`config.mk`:
```
export PLATFORM = sky130hd
export DESIGN_NAME = reg_access_seq
export DESIGN_NICKNAME = d
export VERILOG_FILES = /design/src/rtl/reg_access_pkg.sv /design/src/rtl/reg_field_dec.sv /design/src/rtl/reg_access_seq.sv
export SDC_FILE = /design/constraint.sdc
export NUM_CORES = 1
export LEC_CHECK = 0
export ABC_AREA = 1
export CORE_ASPECT_RATIO = 2
export CORE_UTILIZATION = 25
export DETAILED_ROUTE_END_ITERATION = 6
export PLACE_DENSITY = 0.6
export SYNTH_ARGS = -nofsm -noshare
export SYNTH_HDL_FRONTEND = slang
export SYNTH_HIERARCHICAL = 1
export SYNTH_SLANG_ARGS = --single-unit
```
`constraint.sdc`:
```
create_clock -name clk -period 2.9 [get_ports clk]
set_input_delay 0.29 -clock clk [delete_from_list [all_inputs] [get_ports clk]]
set_output_delay 0.29 -clock clk [all_outputs]
set_load 0.02 [all_outputs]
```
`src/rtl/reg_access_pkg.sv`:
```
// Shared types and constants for the register-access sequencer.
package reg_access_pkg;

    localparam int unsigned DATA_W_DEF = 32;
    localparam int unsigned ADDR_W_DEF = 5;

    localparam int unsigned RS_LSB = 21;
    localparam int unsigned RT_LSB = 16;
    localparam int unsigned RD_LSB = 11;

    typedef enum logic [2:0] {
        IDLE,
        RD,
        CAP,
        OPND,
        WB,
        WR
    } state_t;

endpackage

```
`src/rtl/reg_field_dec.sv`:
```
// Extracts rs/rt register indices and the writeback destination from a MIPS word.
module reg_field_dec
    import reg_access_pkg::*;
#(
    parameter int unsigned ADDR_W = ADDR_W_DEF
) (
    input  logic [31:0]       instr,
    input  logic              reg_dst,
    output logic [ADDR_W-1:0] rs,
    output logic [ADDR_W-1:0] rt,
    output logic [ADDR_W-1:0] dest
);

    logic unused_instr;

    always_comb begin
        rs           = instr[RS_LSB +: ADDR_W];
        rt           = instr[RT_LSB +: ADDR_W];
        dest         = reg_dst ? instr[RD_LSB +: ADDR_W] : instr[RT_LSB +: ADDR_W];
        unused_instr = ^instr;
    end

endmodule

```
`src/rtl/reg_access_seq.sv`:
```
// Register-file access sequencer: decode, read, capture, hand off operands, write back.
// Optional `REG_ZERO_GUARD_EN forces operands from register index 0 to zero.
module reg_access_seq
    import reg_access_pkg::*;
#(
    parameter int unsigned DATA_W = DATA_W_DEF,
    parameter int unsigned ADDR_W = ADDR_W_DEF
) (
    input  logic              clk,
    input  logic              rst_n,
    input  logic              instr_valid,
    output logic              instr_ready,
    input  logic [31:0]       instr,
    input  logic              reg_dst,
    output logic              opnd_valid,
    input  logic              opnd_ready,
    output logic [DATA_W-1:0] opnd_a,
    output logic [DATA_W-1:0] opnd_b,
    input  logic              wb_valid,
    output logic              wb_ready,
    input  logic              wb_en,
    input  logic [DATA_W-1:0] wb_data,
    output logic [ADDR_W-1:0] readRegA,
    output logic [ADDR_W-1:0] readRegB,
    output logic [ADDR_W-1:0] writeReg,
    output logic [DATA_W-1:0] writeData,
    output logic              RegRead,
    output logic              RegWrite,
    input  logic [DATA_W-1:0] regA,
    input  logic [DATA_W-1:0] regB
);

    state_t state_q, state_d;

    logic [ADDR_W-1:0] dec_rs, dec_rt, dec_dest;
    logic [ADDR_W-1:0] rs_q, rs_d, rt_q, rt_d, dest_q, dest_d;
    logic [DATA_W-1:0] opnd_a_q, opnd_a_d, opnd_b_q, opnd_b_d;
    logic [DATA_W-1:0] wdata_q, wdata_d;
    logic              instr_acc, wb_acc;

    reg_field_dec #(.ADDR_W(ADDR_W)) u_dec (
        .instr   (instr),
        .reg_dst (reg_dst),
        .rs      (dec_rs),
        .rt      (dec_rt),
        .dest    (dec_dest)
    );

    always_ff @(posedge clk or negedge rst_n) begin
        if (!rst_n) begin
            state_q <= IDLE;
        end else begin
            state_q <= state_d;
        end
    end

    always_comb begin
        state_d = state_q;
        unique case (state_q)
            IDLE: if (instr_valid) state_d = RD;
            RD:   state_d = CAP;
            CAP:  state_d = OPND;
            OPND: if (opnd_ready) state_d = WB;
            WB: begin
                if (wb_valid) begin
                    state_d = (wb_en && (dest_q != '0)) ? WR : IDLE;
                end
            end
            WR:      state_d = IDLE;
            default: state_d = IDLE;
        endcase
    end

    // Reset parks the state in IDLE, so ready is additionally gated until release.
    always_comb begin
        instr_ready = (state_q == IDLE) && rst_n;
        RegRead     = (state_q == RD);
        RegWrite    = (state_q == WR);
        opnd_valid  = (state_q == OPND);
        wb_ready    = (state_q == WB);
        readRegA    = rs_q;
        readRegB    = rt_q;
        writeReg    = dest_q;
        writeData   = wdata_q;
        opnd_a      = opnd_a_q;
        opnd_b      = opnd_b_q;
    end

    assign instr_acc = instr_valid && instr_ready;
    assign wb_acc    = wb_valid && wb_ready;

    always_comb begin
        rs_d     = rs_q;
        rt_d     = rt_q;
        dest_d   = dest_q;
        opnd_a_d = opnd_a_q;
        opnd_b_d = opnd_b_q;
        wdata_d  = wdata_q;
        if (instr_acc) begin
            rs_d   = dec_rs;
            rt_d   = dec_rt;
            dest_d = dec_dest;
        end
        if (state_q == CAP) begin
`ifdef REG_ZERO_GUARD_EN
            opnd_a_d = (rs_q == '0) ? '0 : regA;
            opnd_b_d = (rt_q == '0) ? '0 : regB;
`else
            opnd_a_d = regA;
            opnd_b_d = regB;
`endif
        end
        if (wb_acc) begin
            wdata_d = wb_data;
        end
    end

    always_ff @(posedge clk or negedge rst_n) begin
        if (!rst_n) begin
            rs_q     <= '0;
            rt_q     <= '0;
            dest_q   <= '0;
            opnd_a_q <= '0;
            opnd_b_q <= '0;
            wdata_q  <= '0;
        end else begin
            rs_q     <= rs_d;
            rt_q     <= rt_d;
            dest_q   <= dest_d;
            opnd_a_q <= opnd_a_d;
            opnd_b_q <= opnd_b_d;
            wdata_q  <= wdata_d;
        end
    end

endmodule

```
# [After elaboration in Yosys (flattened, before gate mapping)]
# Cells that the tools add are included.
[totals] register_bits=114 in_bits=135 out_inout_bits=116 word_cells=28
[classes] eq_ne=8 muxes=6 reduce_logical=7
[ops] cell="one-hot mux 3 bit (5 select lines)" n=1
[ops] cell="2-to-1 mux 3 bit" n=4
[ops] cell="== test 3 x 2 -> 1 bit (second input constant)" n=2
[ops] cell="== test 3 bit (second input constant)" n=2
[ops] cell="2-to-1 mux 5 bit" n=1
[ops] cell="nonzero test 5 bit" n=1
[ops] cell="logical AND 1 bit" n=4
[ops] cell="inequality test 2 bit (second input constant)" n=2
[ops] cell="== test 3 x 1 -> 1 bit (second input constant)" n=1
[ops] cell="zero test 3 bit" n=1
[ops] cell="AND reduction 3 bit" n=1
[ops] cell="inequality test 2 x 1 -> 1 bit (second input constant)" n=1

# [Logic depth before layout (Yosys ltp)]
[logic_depth] ltp_word=5 mapped_depth=7

# [Cells and area by module]
# Netlist, hierarchy kept.
[modules_own_cells] mod="reg_access_seq" n_inst=1 cells_each=520 area_per_inst_um2=4585.6 seq_area_each_um2=2852.7
[modules_own_cells] mod="reg_field_dec" n_inst=1 cells_each=26 area_per_inst_um2=135.1 seq_area_each_um2=0.0

# [Worst setup path before layout]
# Ideal clock, no wire load.
[synth_timing] path_type="register -> output" from="register state_q[1]" to="output port wb_ready" arrival_ns=0.964 t_required_ns=2.610 path_slack_ns=1.646 path_stages_with_launch=5 n_path_buf=1 cell_sequence="dfrtp_1 > nor2_2 > nand2_1 > inv_2 > buf_2"
[synth_between] elab_chain_cells=1
[synth_rtl] item="from (decl)" line="reg_access_seq.sv:33" source="state_t state_q, state_d;"
[synth_rtl] item="from (signal assigned)" line="reg_access_seq.sv:53" source="state_q <= state_d;"
[synth_rtl] item="== test 3 bit" line="reg_access_seq.sv:80" source="wb_ready = (state_q == WB);"
[synth_rtl] item="to (decl)" line="reg_access_seq.sv:20" source="output logic wb_ready,"
# No other way between the ends.

# [Final worst setup path]
# Same ends and word-level chain as after synthesis.

==> flow_metrics.py <==
metrics = {
    "finish": {
        "drive_gt1_share_pct": 6.07,
        "nets": 897,
        "n_antenna_cell": 0,
        "area.growth.synth_to_final_pct": 64.0,
        "fin_util_pct": 42.1,
    },
    "floorplan": {
        "floorplan.core_area_sq_mm": 0.0184,
        "start_util_pct": 25.7,
        "design.die.area_sq_mm": 0.0195,
        "floorplan.die.width_um": 99.2,
        "core.rowCount": 70,
        "fp.dieH_um": 196,
        "io-pin-count": 251,
    },
    "hold_path": {
        "worstHoldPathType": "in -> async",
    },
    "global_routing": {
        "grt_start_max_net_pins": 115,
        "antenna_found_initial": 0,
        "wire_length_of_the_first_global_routing_pass_um": 23200,
        "grtUsageTotal_pct": 15.8,
        "gr-total-overflow": 0,
        "first_global_vias": 4311,
    },
    "logic_synthesis": {
        "syn_inst": 546,
        "count_of_flip_flops_with_a_built_in_enable_after_synthesis": 0,
        "synth_fa_ha_area_share_pct": 0,
        "postSynth.asyncResetShare_pct": 100,
        "synth_warnings": 6,
        "synth_top_cells_by_area": "dfrtp_1, nand2_1, nand3_1, buf_2, buf_4",
        "leading_post_synthesis_cells_by_instance_count": "nand2_1, dfrtp_1, nand3_1",
        "yosys-mux-area-fraction_pct": 0,
        "synth_top_family_by_area": "simple AND/OR/NAND/NOR gates",
        "post_synth_top_area_cell": "dfrtp_1",
        "synthFlopType": "dfrtp_1",
        "most_common_cell_in_the_netlist": "nand2_1",
        "complex_gate_fraction_of_the_synthesized_area_pct": 1.59,
        "mappedNetlistArea_sq_mm": 0.00472,
        "synthDistinctLibCells": 15,
        "yosysTopAreaCellShare_pct": 60.4,
        "synth-simple-area-share_pct": 30.6,
        "synth_xor_xnor_area_share_pct": 0,
        "postSynthRegisterBits": 114,
        "synthesis.nets": 681,
        "synthesis.area_per_instance_sq_um": 8.65,
        "synth_seq_area_share_pct": 60.4,
    },
    "sta": {
        "grt_setup_unrepaired": "false",
        "post-route-min-period_ns": 2.18,
        "timing.final.max_slew_violations": 0,
        "report.final.setup_viol": 0,
        "skew_ns": 0.00614,
        "timing_worst_slew_pin_value_ns": 0.708,
        "hold_viol_final": 42,
        "max_slew_margin_pct": 52.8,
        "fmax_mhz": 459,
        "min_hold_slack_ns": -0.0785,
        "period_share_pct": 75.2,
        "fin_tns_setup_ns": 0,
    },
    "placement": {
        "place_congestion": 0.757,
        "place.port_buffers": 233,
        "dp.final_hpwl_um": 10100,
    },
    "drt": {
        "detail_route.vias_per_cell": 4.38,
        "drt_pass1_iterations": 4,
        "num_vias": 4335,
        "routed_wirelength_um": 14900,
        "detailedRoute.firstIterationViolations": 154,
        "remaining_drc_errors": 0,
        "avgRoutedWirePerCell_um": 15.1,
        "antenna_violating_nets_post_route": 0,
    },
    "cts": {
        "cts_buffer_depth": 2,
        "number_of_setup_buffers_added_after_cts": 0,
        "cts_tree": "built",
        "count_of_h_tree_levels_built_during_cts": 4,
        "clk_transition_reported_paths_ns": 0.06,
        "cts-hold-fix-buffers": 0,
        "cts_repair_resize_count": 0,
        "tritoncts_num_sinks": 114,
        "clock_insertion_delay_worst_skew_ns": 0.41,
        "clockRootBuffer": "clkbuf_16",
        "cts_inserted_buffers": 17,
    },
    "setup_path": {
        "path_max_fanout": 7,
        "criticalPathCategory": "reg -> out",
        "timing.critical_path.from_type": "flip-flop",
        "worst-endpoint-required_ns": 2.61,
        "arrival_ns": 1.89,
        "end_kind": "primary output",
    },
    "pwr": {
        "vdd_ir_drop_max_mv": 0.410,
        "power.density_cell_area_mw_per_mm2": 1180,
        "power.static_leakage_nw": 3.71,
    },
    "run": {
        "cap_violations": 0,
    },
    "run_status": {
        "violations_in_the_final_reports": "negative hold slack",
        "run_status": "finished with violations",
    },
}
## cell type report
class,count,area [sq um]
clock buffer,21,470
inverter,26,97.6
clock inverter,10,109
tap,216,270
fill,1794,10600
multi-input combinational,362,1530
sequential,114,2850
timing repair buffer,241,2410
## per-stage QoR
stage	power (mW)	instance area, sq um	hold WS [ns]	instances	worst slack, ns
floorplan	4.99	4720	-0.00559	546	1.65
global placement	7.10	7160	0.452	959	0.870
detailed placement	7.15	7160	0.456	959	0.851
CTS	9.27	7740	0.00305	990	0.656
global route	9.72	7740	0.0247	990	0.642
finish	9.12	7740	-0.0785	990	0.720
## path summary, 6_finish.rpt
check                                   start            end  slack (ns)  depth (start not counted)
max in group asynchronous               rst_n    readRegA[4]        2.40                          2
worst min-delay path                    rst_n    writeReg[4]       -0.08                          2
min in group clk                  wb_data[17]  writeData[17]        0.43                          3
worst max-delay path               state_q[1]       wb_ready        0.72                          4
worst min register to register  writeData[15]  writeData[15]        0.47                          2
worst max register to register     state_q[1]  writeData[16]        0.88                          7
## state kept, by name, indices dropped and copies added, names as in the netlist
name       flops
state_q        3
readRegA       5
readRegB       5
writeData     32
opnd_a        32
writeReg       5
opnd_b        32
## routing by layer
metal  vias to the layer above  share of wire [%]  global-route usage, %  routed length (um)
met5                         -                  0                      0                   0
met4                         0                3.7                   8.77                 552
met3                        31                5.3                   4.04                 794
met2                       158                 53                   28.8                7920
met1                      2005                 38                   16.3                5650
li1                       2141                  -                      -                   -
## cell usage in the layout, fill, tap and decap left out, drive strengths merged
cell           Yosys  final
clkbuf             4     21
bufinv             0      2
buf               40      9
nor2              10     10
clkdlybuf4s50      0    232
clkinvlp           0      2
dfrtp            114    114
nand3b             1      1
nand2            235    235
clkinv             0      6
nand3            100    100
inv               26     26
nor3               1      1
o21ai             15     15
## cell families after synthesis
family | count (synthesis)
compound gates | 15
buf+inv | 70
flops | 114
simple gates | 347
## report_power, final
part	switching, mW	leakage, nW	total (mW)	internal, mW
Clock	0.727	0.284	2.05	1.32
Combinational	2.43	2.01	4.30	1.87
Sequential	0.411	1.41	2.76	2.35
## critical path, stage by stage, from the launching register on
cell and delay (ns):
dfrtp_2 0.45, nor2_2 0.19, nand2_1 0.12, inv_2 0.07, clkdlybuf4s50_1 0.65
Note: power is estimated with default switching activity, not from simulation.
